File: src/rtl/lap_recorder.sv
// Circular lap/split store: captures BCD time on split pulses and lets the display
// browse stored laps oldest-to-newest before returning to live time.
module lap_recorder #(
  parameter  int DEPTH = 8,
  localparam int IDX_W = $clog2(DEPTH)
) (
  input  logic              clk,
  input  logic              rst,
  input  logic [31:0]       time_i,
  input  logic              capture_i,
  input  logic              recall_i,
  input  logic              clear_i,
  output logic [31:0]       time_o,
  output logic              browse_o,
  output logic [IDX_W:0]    lap_idx_o,
  output logic [IDX_W:0]    count_o,
  output logic              full_o,
  output logic              overflow_o
);

  typedef enum logic {LIVE, BROWSE} state_t;

  localparam logic [IDX_W:0] FULL_CNT = (IDX_W+1)'(DEPTH);

  state_t             state_q, state_d;
  logic [IDX_W-1:0]   wr_ptr_q, wr_ptr_d, rd_ptr_q, rd_ptr_d;
  logic [IDX_W:0]     count_q, count_d, idx_q, idx_d;
  logic               ovf_q, ovf_d;
  logic [31:0]        time_q, time_d;
  logic [31:0]        mem_q [DEPTH];
  logic               full, forced_live, wr_en;

  assign full  = (count_q == FULL_CNT);
  assign wr_en = capture_i && !clear_i;

  always_comb begin
    state_d     = state_q;
    wr_ptr_d    = wr_ptr_q;
    rd_ptr_d    = rd_ptr_q;
    count_d     = count_q;
    idx_d       = idx_q;
    ovf_d       = ovf_q;
    forced_live = 1'b0;
    time_d      = (state_q == BROWSE) ? mem_q[rd_ptr_q] : time_i;

    if (clear_i) begin
      state_d  = LIVE;
      wr_ptr_d = '0;
      rd_ptr_d = '0;
      count_d  = '0;
      idx_d    = '0;
      ovf_d    = 1'b0;
    end else begin
      if (capture_i) begin
        wr_ptr_d = wr_ptr_q + IDX_W'(1);
        if (full) begin
          ovf_d = 1'b1;
          // Overwriting the oldest lap renumbers the sequence; drop any open view.
          if (state_q == BROWSE) begin
            state_d     = LIVE;
            idx_d       = '0;
            forced_live = 1'b1;
          end
        end else begin
          count_d = count_q + (IDX_W+1)'(1);
        end
      end

      if (recall_i && !forced_live) begin
        unique case (state_q)
          LIVE: begin
            if (count_d != '0) begin
              state_d  = BROWSE;
              rd_ptr_d = wr_ptr_d - count_d[IDX_W-1:0];
              idx_d    = (IDX_W+1)'(1);
            end
          end
          BROWSE: begin
            if (idx_q < count_d) begin
              rd_ptr_d = rd_ptr_q + IDX_W'(1);
              idx_d    = idx_q + (IDX_W+1)'(1);
            end else begin
              state_d = LIVE;
              idx_d   = '0;
            end
          end
          default: state_d = LIVE;
        endcase
      end
    end
  end

  always_ff @(posedge clk or posedge rst) begin
    if (rst) begin
      state_q  <= LIVE;
      wr_ptr_q <= '0;
      rd_ptr_q <= '0;
      count_q  <= '0;
      idx_q    <= '0;
      ovf_q    <= 1'b0;
      time_q   <= '0;
    end else begin
      state_q  <= state_d;
      wr_ptr_q <= wr_ptr_d;
      rd_ptr_q <= rd_ptr_d;
      count_q  <= count_d;
      idx_q    <= idx_d;
      ovf_q    <= ovf_d;
      time_q   <= time_d;
    end
  end

  // Lap storage needs no reset: it is only read while count is non-zero.
  always_ff @(posedge clk) begin
    if (wr_en && !rst) mem_q[wr_ptr_q] <= time_i;
  end

  assign time_o     = time_q;
  assign browse_o   = (state_q == BROWSE);
  assign lap_idx_o  = idx_q;
  assign count_o    = count_q;
  assign full_o     = full;
  assign overflow_o = ovf_q;

endmodule

File: config.mk
export PLATFORM = sky130hd
export DESIGN_NAME = lap_recorder
export DESIGN_NICKNAME = d
export VERILOG_FILES = /design/src/rtl/lap_recorder.sv
export SDC_FILE = /design/constraint.sdc
export NUM_CORES = 1
export LEC_CHECK = 0
export BUFFER_PORTS_ARGS = -buffer_cell sky130_fd_sc_hd__buf_4
export CAP_MARGIN = 30
export CORE_MARGIN = 5
export CORE_UTILIZATION = 54
export DETAILED_ROUTE_END_ITERATION = 8
export PLACE_DENSITY = 0.75
export SETUP_SLACK_MARGIN = 0.15
export SKIP_CTS_REPAIR_TIMING = 1
export SYNTH_ARGS = -nofsm -noshare
export SYNTH_HDL_FRONTEND = slang
export SYNTH_SLANG_ARGS = --single-unit
File: constraint.sdc
create_clock -name clk -period 4 [get_ports clk]
set_clock_uncertainty 0.05 [all_clocks]
set_input_delay 0 -clock clk [delete_from_list [all_inputs] [get_ports clk]]
set_output_delay 0 -clock clk [all_outputs]
set_load 0.005 [all_outputs]
# After elaboration in Yosys (flattened, before gate mapping)
# Memories as Yosys holds them, arrays and structs flattened.
# Cells that the tools add are included.
# op_classes
addsub	5
multipliers	0
div_mod_pow	0
n_lt_le_gt_ge	1
eq_ne	3
shift	0
mux	37
n_bitwise	1
n_reduce_logical	12
# ops
cell	count
$mux W4	11
$mux W32	1
$mux W3	7
$mux W1	15
$add A4 B1 Y4 const B	2
$pmux W4 S2	1
$add A3 B1 Y3 const B	2
$pmux W3 S2	1
$reduce_bool A2 Y1	3
$eq A4 B4 Y1 const B	1
$lt A4 B4 Y1	1
$reduce_bool A4 Y1	1
$logic_and A1 B1 Y1	3
$logic_not A1 Y1	3
$ne A3 B2 Y1 const B	1
$ne A3 B3 Y1 const B	1
$reduce_and A3 Y1	1
$sub A3 B3 Y3	1
$pmux W1 S2	1
$reduce_and A2 Y1	1
$not A1 Y1	1
# word_totals
ff_bits	48
latchBits	0
ramBits	256
romBits	0
out_inout_bits	43
elab_cells	67
n_memories	1
# memory_table
memory	words	word_bits	rd	rd_ports_with_merged_regs	wr	line_no	rtl
mem_q	8	32	1	0	1	30	logic [31:0] mem_q [DEPTH];

# Depth between registers and ports, before layout
# Gate-level depths: netlist of the first run.
# depth
word_depth	9
depth_mapped	11
mapped_depth_nobuf	11

# Least setup slack after synthesis of the first run
# Ideal clock, no wire load.
# synth_timing
path_type	reg2reg
start	register wr_ptr_q[0]
end	memory mem_q[0][0], enable pin
setup_ps	461
arrival_time_ps	2828
t_required_ps	3489
path_slack_ps	661
path_stages_with_launch	3
n_path_buf	0
period_less_slack_ps	3339
path_cell_list	dfrtp_1 -> nand3b_1 -> nor3_1
# synth_rtl
item	line_no	rtl
from (decl)	26	logic [IDX_W-1:0] wr_ptr_q, wr_ptr_d, rd_ptr_q, rd_ptr_d;
from (signal assigned)	104	wr_ptr_q <= wr_ptr_d;
to (decl)	30	
# Straight into the memory's write port.

# Final worst setup path of the first run
# layout_timing
start	register count_q[0], in the netlist count_o[0]
end	register rd_ptr_q[2]
# layout_via
elab_chain_cells	9
# layout_lines
item	line_no	rtl
from (decl)	27	logic [IDX_W:0] count_q, count_d, idx_q, idx_d;
from (signal assigned)	106	count_q <= count_d;
$add A4 B1 Y4 or $eq A4 B4 Y1 (tied branches)	65, 33	
$mux W4	56	if (full) begin
$mux W4	54	if (capture_i) begin
$mux W4	46	if (clear_i) begin
$sub A3 B3 Y3	74	rd_ptr_d = wr_ptr_d - count_d[IDX_W-1:0];
$mux W3	72	if (count_d != '0) begin
$pmux W3 S2	70	unique case (state_q)
$mux W3	69	if (recall_i && !forced_live) begin
$mux W3	46	
to (signal assigned)	105	rd_ptr_q <= rd_ptr_d;
to (decl)	26	
# Parallel ways exist; a longest one is shown, timed or not. The select of a mux whose other input is x is not followed.
# A chain may end at the register's enable or synchronous reset.

==> results of run 1 <==
## cells in the final DEF (no fill, tap or decap), drive strengths merged, types with 2 or more instances in the layout
cell type and n:
edfxtp 256, buf 98, mux4 64, dfrtp 48
nor2 48, a21oi 37, dlygate4sd3 37, clkbuf 37
mux2i 33, clkinv 12, ha 9, inv 9
nand2 8, nand2b 7, o21ai 4, bufinv 4
nor3 4, a21o 3, xor2 3, clkinvlp 3
a2111oi 3, and3b 2, o21a 2, nand3b 2
a22o 2, xnor2 2, nand3 2, a21boi 2
and2 2
## metal layers
layer / share of wire / track usage / vias up
li1: - / - / 2699
met1: 0.41 / 0.257 / 3125
met2: 0.53 / 0.331 / 182
met3: 0.053 / 0.0304 / 30
met4: 0.015 / 0.0435 / 0
met5: 0 / 0 / -
## through the flow
stage               hold slack [ns]  cell area [sq um]
finish                        0.195              14300
global route                  0.188              14300
CTS                          -0.640              13900
detailed placement          -0.0729              12900
global placement            -0.0739              12900
floorplan                    0.0489              11900
## worst max path at each step
| stage | start | to | slack [ns] | cells past startpoint |
|---|---|---|---|---|
| 2_1_floorplan | wr_ptr_q[0]$_DFF_PP0_ | mem_q[0][0]$_DFFE_PP_ | 0.66 | 2 |
| 3_3_place_gp | count_o[0]$_DFF_PP0_ | rd_ptr_q[2]$_DFFE_PP0P_ | 0.93 | 11 |
| 3_5_place_dp | count_o[0]$_DFF_PP0_ | rd_ptr_q[2]$_DFFE_PP0P_ | 0.75 | 11 |
| 4_1_cts | count_o[0]$_DFF_PP0_ | rd_ptr_q[2]$_DFFE_PP0P_ | 0.74 | 11 |
| 5_1_grt | count_o[0]$_DFF_PP0_ | rd_ptr_q[2]$_DFFE_PP0P_ | 0.58 | 11 |
| 6_report | count_o[0]$_DFF_PP0_ | rd_ptr_q[2]$_DFFE_PP0P_ | 0.71 | 11 |
## state kept, by name, indices dropped and copies added (netlist names)
signal	flops
lap_idx_o	4
mem_q	256
rd_ptr_q	3
browse_o	1
time_o	32
count_o	4
wr_ptr_q	3
overflow_o	1
## report_power, final
group / total, uW / switching (uW) / internal, uW
Clock: 2820 / 1130 / 1690
Combinational: 700 / 320 / 380
Sequential: 3610 / 95.5 / 3520
## cell usage after synthesis (2+ instances only)
cell	number
edfxtp_1	256
mux4_2	64
dfrtp_1	48
nor2_1	48
a21oi_1	37
mux2i_1	33
clkbuf_1	17
ha_1	9
inv_1	9
nand2_1	8
buf_2	7
nand2b_1	7
buf_1	4
nor3_1	4
o21ai_0	4
a21o_1	3
xor2_1	3
a2111oi_0	2
a22o_1	2
and3b_2	2
buf_6	2
nand3_1	2
nand3b_1	2
o21a_1	2
xnor2_1	2
## cells by family (layout without fill, tap and decap cells)
kind of cell               after synthesis  count (layout)
DFF                                    304             304
muxes                                   98              98
xor gates and xnor gates                 6               6
buffers and inverters                   40             200
AOI/OAI and AO/OA                       65              65
and+or+nand+nor                         82              82
adders and majority gates               10              10
## final cells by class
type / count / area, sq um
clock inverters: 19 / 203
multi-input cells: 261 / 2910
fillers: 1433 / 7450
inverters: 9 / 33.8
repair buffers: 135 / 1110
flip-flops and latches: 304 / 8900
clock buffers: 37 / 808
well taps: 280 / 350
## worst max-delay path: stages (launching register included)
cell,delay [ns]
dfrtp_1,0.51
inv_1,0.10
ha_1,0.23
and3b_2,0.24
o221ai_4,0.29
ha_1,0.22
inv_1,0.06
fa_1,0.42
xor3_1,0.39
xnor2_1,0.14
a2111o_1,0.42
a21oi_1,0.12
==> qor.yml, run 1 <==
critPathKind: "reg -> reg"
port_buffers: 79
synthAdderAreaFrac: 0.0111
final-setup-viol-count: 0
dp_hpwl_um: 13300
root_buffer: "clkbuf_16"
cts_tree: "yes"
holdPathEnd: "mem_q[4][24]$_DFFE_PP_"
worstRegToRegCells: 11
synth_nets: 652
worst_pin_slew_ns: 0.853
clk_pin_slew_ns: 0.07
slew_viol_final: 0
synth_cells: 605
grt_use_total: 0.190
hold_depth: 2
grt_pass1_wl_um: 36300
p_leak_uw: 0.00489
antenna_found_initial: 0
hold_path.startpoint: "time_i[24]"
critPathArrivalTime_ns: 3.69
synthMuxAreaShare: 0.150
hold_path_class: "in -> reg"
area_growth_pct: 20.0
synth_cell_types: 53
synth.area.top_cells: "edfxtp_1, mux4_2, dfrtp_1"
clock_latency_ns: 0.54
hold_viol: 0
synth_top_area_cell: "edfxtp_1"
fin_crit_ns: 3.29
rows: 54
overflow: 0
drive_above_1_share: 0.307
wl_per_cell_um: 22.4
cap_violations: 0
final_util: 0.657
cts.sinks: 304
timing.rr.start: "count_o[0]$_DFF_PP0_"
ys_seq_area_frac: 0.746
peakVddDrop_uv: 382
end_kind: "flip-flop"
stdcell_count: 1045
fin_crit_sh: 0.821
grt_max_degree: 66
finalSetupTns_ns: 0
crit_path_max_fanout: 9
die_y_um: 159
power_density_nw_per_um2: 499
viasPerCell: 5.78
numCtsBuffers: 30
n_antenna_cell: 0
fmax_ghz: 0.304
synth_top_cell_area_share: 0.645
htree_levels: 1
gp_congestion: 0.792
dp_cells: 952
worstPathRequired_ns: 4.41
r2r_setup_slack_ns: 0.71
drt_iter0_drc: 480
ys_async_sr_fraction: 0.158
die_w_um: 159
timing.slew.headroom: 0.432
fp.dieArea_sq_um: 25100
start_util: 0.548
io_pins: 80
synth_top_family_by_area: "multiplexers"
synth-edff-count: 256
synth_compound_area_frac: 0.0402
pre_cts_ws_ns: 0.754
dr.pass1.iters: 6
drc: 0
synth_xor_area_frac: 0.00567
worst_slack_ns: 0.714
synth_flop_cell: "edfxtp_1"
postRouteWirelength_um: 23400
startpoint_type: "flip-flop"
clockBufferDepth: 3
vias: 6036
status: "complete, no violations"
p_total_uw: 7130
ant_nets: 0
yosysWarnings: 0
core-area_sq_um: 21800
synth-simple-area-share: 0.0325
syn-cell-area_sq_um: 11900
synth.avg_cell_area_sq_um: 19.7
rsz0062_at_grt: "no"
nets: 788
synth_seq_cells: 304
grt_pass1_vias: 6326
rr_endpoint: "rd_ptr_q[2]$_DFFE_PP0P_"
Note: power is estimated with default switching activity, not from simulation.
==> inputs of run 2 (changes only) <==
--- a/config.mk
+++ b/config.mk
@@ -5,6 +5,7 @@
 export SDC_FILE = /design/constraint.sdc
 export NUM_CORES = 1
 export LEC_CHECK = 0
+export ABC_AREA = 1
 export BUFFER_PORTS_ARGS = -buffer_cell sky130_fd_sc_hd__buf_4
 export CAP_MARGIN = 30
 export CORE_MARGIN = 5
==> constraint.sdc (replaced) <==
create_clock -name clk -period 3.2 [get_ports clk]
set_clock_uncertainty 0.05 [all_clocks]
set_input_delay 0 -clock clk [delete_from_list [all_inputs] [get_ports clk]]
set_output_delay 0 -clock clk [all_outputs]
set_load 0.005 [all_outputs]
==> run 2 against run 1 <==
Clock power rose by 12%. Highest routed layer unchanged. Area after synthesis rose by 3.9%. Final cell count up 30%. Register-to-register slack got worse by 0.13 ns. Maximum frequency up 26%. Cell area is 2.3% higher. Synthesized cell count grew 54%. Critical path depth is 1 higher. Sequential power rose by 24%. First-iteration DRC count up 22%. Worst hold slack lost 0.058 ns.
==> qor.yml, run 2 <==
overflow: 0
synth_top_area_cell: "edfxtp_1"
slowest_delay_ns: 0.56
fin_crit_sh: 0.817
nets: 1096
multi_input_area_sq_um: 2940
finalSetupTns_ns: 0
worstPathRequired_ns: 3.63
stdcell_count: 1356
synth.avg_cell_area_sq_um: 13.3
gp_congestion: 0.792
wl_per_cell_um: 18.4
timing.rr.start: "count_o[0]$_DFF_PP0_"
die_y_um: 161
final-setup-viol-count: 0
rr_endpoint: "browse_o$_DFF_PP0_"
clock_latency_ns: 0.56
cap_violations: 0
dp_cells: 1265
synth_most_common_cell: "edfxtp_1"
core-area_sq_um: 22600
synth.area.top_cells: "edfxtp_1, dfrtp_1, mux2i_1"
root_buffer: "clkbuf_16"
cts.sinks: 304
crit_cells: 12
vias: 7448
hold_viol: 0
area_growth_pct: 18.2
grt_pass1_vias: 7261
n_antenna_cell: 0
syn-cell-area_sq_um: 12400
worst_pin_slew_ns: 0.881
synth-edff-count: 256
busiest_layer: "met2"
ys_async_sr_fraction: 0.158
start_util: 0.547
synth_cells: 931
grtUsageMet3: 0.0319
htree_levels: 1
critPathCapture: "browse_o$_DFF_PP0_"
final_common_cell: "edfxtp_1"
crit_path_max_fanout: 5
clk_pin_slew_ns: 0.06
viasPerCell: 5.49
numCtsBuffers: 29
synth_flop_cell: "edfxtp_1"
timing.slew.headroom: 0.413
postRouteWirelength_um: 24900
fmax_ghz: 0.382
fin_crit_ns: 2.62
drive_above_1_share: 0.158
critPathKind: "reg -> reg"
final_cell_mix: "edfxtp_1, nand2_1, buf_4"
grt_use_met1: 0.244
largest_reg_flops: 256
grt_util_met2: 0.323
startpoint_type: "flip-flop"
crit_start: "count_o[0]$_DFF_PP0_"
r2r_setup_slack_ns: 0.58
die_w_um: 161
path_delay_family: "buffers and inverters"
status: "complete, no violations"
rows: 55
grt_max_degree: 75
grt_pass1_wl_um: 38300
port_buffers: 79
yosysWarnings: 0
drt_iter0_drc: 585
power_density_nw_per_um2: 626
ant_nets: 0
seqCellArea_sq_um: 8890
end_kind: "flip-flop"
clockBufferDepth: 3
hold_path_class: "in -> async"
cts_tree: "yes"
worstPathCellList: "inv_1, ha_1, o21ai_1, ha_1, nand2_1, nand2_1, nand2_2, nand2_2, nand2_1, nand2_1, a21oi_1, dlygate4sd3_1"
p_leak_uw: 0.00550
io_pins: 80
synth_common_cells: "edfxtp_1, nand2_1, inv_1"
critPathMostFrequentCell: "nand2_1"
dp_hpwl_um: 13800
path_buf_inv: 2
largest-register: "mem_q"
fp.dieArea_sq_um: 26100
synth_seq_cells: 304
drc: 0
critPathArrivalTime_ns: 3.05
dr.pass1.iters: 5
antenna_found_initial: 0
fill_cells: 1555
synth_cell_types: 31
synth_top_cell_area_share: 0.621
grt_use_total: 0.187
peakVddDrop_uv: 409
slew_viol_final: 0
critPathSlowestCell: "dlygate4sd3_1"
rsz0062_at_grt: "no"
worstRegToRegCells: 12
ys_seq_area_frac: 0.718
synth_nets: 978
## run 2: logic make-up (layout without fill, tap and decap cells)
group | count (synthesis) | in the layout | share of synthesized area
DFF | 304 | 304 | 0.718
AOI/OAI and AO/OA | 216 | 216 | 0.101
muxes | 64 | 64 | 0.0517
and+or+nand+nor | 188 | 188 | 0.0667
xor gates and xnor gates | 3 | 3 | 0.00212
adders and majority gates | 10 | 10 | 0.0107
buffers and inverters | 146 | 286 | 0.0501
## run 2: layout make-up
type / instances / area share
Timing Repair Buffer: 139 / 0.0829
Clock buffer: 39 / 0.0528
Sequential cell: 304 / 0.608
Inverter: 94 / 0.0241
Tap cell: 285 / 0.0244
Multi-Input combinational cell: 481 / 0.201
Clock inverter: 14 / 0.00744
## run 2: metal layers
layer / vias up / part of all wire
met3: 51 / 0.058
met4: 0 / 0.023
met1: 3596 / 0.41
li1: 3592 / -
met5: - / 0
met2: 209 / 0.50
## run 2: worst min path at each step
stage                     from                     end  cells after the start
finish                     rst    count_o[1]$_DFF_PP0_                      3
global route        time_i[22]  mem_q[6][22]$_DFFE_PP_                      2
CTS                        rst    count_o[1]$_DFF_PP0_                      2
detailed placement         rst   wr_ptr_q[1]$_DFF_PP0_                      2
global placement           rst   wr_ptr_q[2]$_DFF_PP0_                      2
floorplan            time_i[0]   mem_q[0][0]$_DFFE_PP_                      0
## run 2: power by group
part           total [uW]  switching [uW]  internal (uW)
Clock                3160            1380           1780
Combinational        1510             906            605
Sequential           4490            78.7           4410
Total                9160            2370           6790
## run 2: through the flow
| stage | total power (uW) | worst slack (ns) | hold slack (ns) | utilization | instance area (sq um) |
|---|---|---|---|---|---|
| finish | 9160 | 0.585 | 0.137 | 0.646 | 14600 |
| global route | 9560 | 0.321 | 0.171 | 0.646 | 14600 |
| global placement | 6000 | 0.689 | 0.178 | 0.591 | 13400 |
| CTS | 9180 | 0.618 | -0.404 | 0.630 | 14300 |
| detailed placement | 6040 | 0.632 | 0.180 | 0.591 | 13400 |
| floorplan | 5550 | 0.791 | 0.0489 | - | 12400 |
## run 2: worst reg2reg max path, cell delays in order (launching register included)
cell and delay (ns):
dfrtp_1 0.42, inv_1 0.10, ha_1 0.29, o21ai_1 0.29
ha_1 0.29, nand2_1 0.07, nand2_1 0.06, nand2_2 0.09
nand2_2 0.08, nand2_1 0.08, nand2_1 0.05, a21oi_1 0.13
dlygate4sd3_1 0.56
==> inputs of run 3 (changes only) <==
--- a/config.mk
+++ b/config.mk
@@ -5,13 +5,13 @@
 export SDC_FILE = /design/constraint.sdc
 export NUM_CORES = 1
 export LEC_CHECK = 0
-export ABC_AREA = 1
+export ABC_AREA = 0
 export BUFFER_PORTS_ARGS = -buffer_cell sky130_fd_sc_hd__buf_4
 export CAP_MARGIN = 30
 export CORE_MARGIN = 5
 export CORE_UTILIZATION = 54
 export DETAILED_ROUTE_END_ITERATION = 8
-export PLACE_DENSITY = 0.75
+export PLACE_DENSITY = 0.78
 export SETUP_SLACK_MARGIN = 0.15
 export SKIP_CTS_REPAIR_TIMING = 1
 export SYNTH_ARGS = -nofsm -noshare
==> constraint.sdc (replaced) <==
create_clock -name clk -period 2.4 [get_ports clk]
set_clock_uncertainty 0.05 [all_clocks]
set_input_delay 0 -clock clk [delete_from_list [all_inputs] [get_ports clk]]
set_output_delay 0 -clock clk [all_outputs]
set_load 0.005 [all_outputs]
==> run 3 against run 2 <==
The flow now finishes with violations (negative setup slack). Cell area decreased by 0.16%. Clock power increased by 43%. Worst setup slack got worse by 0.79 ns. Core utilization increased by 2.5 points. Worst hold slack got worse by 0.13 ns. Power increased by 29%. Critical path depth decreased by 1. Critical path type unchanged.
==> qor.yml, run 3 (synthesized netlist as in run 1, its figures left out) <==
status: "complete, but fails checks"
failed_checks: "negative setup slack"
final-setup-viol-count: 3
rows: 54
overflow: 0
path_delay_family: "compound AO/OA/AOI/OAI gates"
ant_nets: 0
r2r_setup_slack_ns: -0.21
slew_viol_final: 0
die_w_um: 159
end_kind: "flip-flop"
hold_viol: 0
p_leak_uw: 0.00501
htree_levels: 1
largest_reg_flops: 256
clockBufferDepth: 3
grt_pass1_wl_um: 36500
rsz0062_at_grt: "yes"
slowest_delay_ns: 0.43
cts.sinks: 304
fin_crit_ns: 2.61
wl_per_cell_um: 22.7
worst_slack_ns: -0.208
start_util: 0.548
antenna_found_initial: 0
peakVddDrop_uv: 603
crit_path_max_fanout: 3
startpoint_type: "flip-flop"
dr.pass1.iters: 4
drt_iter0_drc: 461
viasPerCell: 5.75
worstPathRequired_ns: 2.81
final_common_cell: "edfxtp_1"
root_buffer: "clkbuf_16"
numCtsBuffers: 30
io_pins: 80
port_buffers: 79
fmax_ghz: 0.383
grt_pass1_vias: 6286
nets: 813
die_y_um: 159
critPathKind: "reg -> reg"
critPathArrivalTime_ns: 3.02
p_total_uw: 11800
power_density_nw_per_um2: 807
clock_latency_ns: 0.54
path_buf_inv: 2
largest-register: "mem_q"
gp_congestion: 0.800
fp.dieArea_sq_um: 25100
final_cell_mix: "edfxtp_1, buf_4, mux4_2"
clk_pin_slew_ns: 0.06
critPathMostFrequentCell: "inv_2"
drive_above_1_share: 0.353
pre_cts_ws_ns: -0.212
n_antenna_cell: 0
dpl_cell_area_sq_um: 13200
worstPathCellList: "inv_2, ha_4, and3b_2, o221ai_4, ha_2, inv_2, fa_2, xor3_1, xnor2_1, a2111o_1, a21oi_2"
final_util: 0.672
drc: 0
hold_path_class: "in -> async"
fin_crit_sh: 1.09
core-area_sq_um: 21800
vias: 6157
cts_tree: "yes"
grt_use_total: 0.193
worst_pin_slew_ns: 0.617
dp_hpwl_um: 14000
timing.slew.headroom: 0.589
cap_violations: 0
postRouteWirelength_um: 24300
grt_max_degree: 50
critPathSlowestCell: "a2111o_1"
postLayoutCellArea_sq_um: 14600
area_growth_pct: 22.6
[run 3: cell count changes in the layout (fill, tap and decap cells not counted), sizes merged, moves of 25 or more]
| cell | previous run | this run |
|---|---|---|
| o211ai | 64 | 0 |
| mux2i | 64 | 33 |
| a21oi | 74 | 37 |
| o21ai | 77 | 4 |
| inv | 95 | 10 |
| nand2 | 118 | 8 |
| nor2 | 23 | 48 |
| mux4 | 0 | 64 |
| nand3 | 39 | 2 |
[run 3: per-layer routing]
metal / track usage / up-vias / part of all wire
li1: - / 2757 / -
met1: 0.264 / 3167 / 0.40
met2: 0.330 / 201 / 0.52
met3: 0.0353 / 32 / 0.056
met4: 0.0439 / 0 / 0.018
met5: 0 / - / 0
[run 3: area by class of cell]
type | instances | area, sq um
well taps | 280 | 350
multi-input cells | 261 | 3020
clock buffers | 45 | 888
inverters | 9 | 33.8
clock inverters | 11 | 91.3
flip-flops and latches | 304 | 8900
repair buffers | 160 | 1330
fillers | 1398 | 7140
[run 3: worst paths after layout]
check                                  startpoint                      end  depth (start not counted)
setup / recovery             count_o[1]$_DFF_PP0_  rd_ptr_q[2]$_DFFE_PP0P_                         11
hold / removal                                rst    wr_ptr_q[0]$_DFF_PP0_                          3
setup reg to reg             count_o[1]$_DFF_PP0_  rd_ptr_q[2]$_DFFE_PP0P_                         11
hold reg to reg            overflow_o$_DFFE_PP0P_   overflow_o$_DFFE_PP0P_                          2
max in group asynchronous                     rst     time_o[20]$_DFF_PP0_                          4
min in group clk                       time_i[13]   mem_q[6][13]$_DFFE_PP_                          2
[run 3: worst min-delay path: stages]
cell,delay (ns)
dlygate4sd3_1,0.54
buf_4,0.15
inv_2,0.33
[run 3: per-stage QoR]
| stage | std cells | setup TNS [ns] | hold slack, ns |
|---|---|---|---|
| after CTS | 1029 | -0.630 | -0.564 |
| after floorplan | 605 | -0.441 | 0.0489 |
| final | 1070 | -0.369 | 0.00579 |
| after global placement | 973 | -0.199 | 0.00871 |
| after detailed placement | 973 | -0.457 | 0.0172 |
| after global routing | 1070 | -0.733 | 0.0509 |
[run 3: power by group]
| part | internal, uW | switching, uW |
|---|---|---|
| clock network | 2660 | 1850 |
| logic | 690 | 640 |
| registers | 5870 | 91.6 |
| total | 9220 | 2580 |
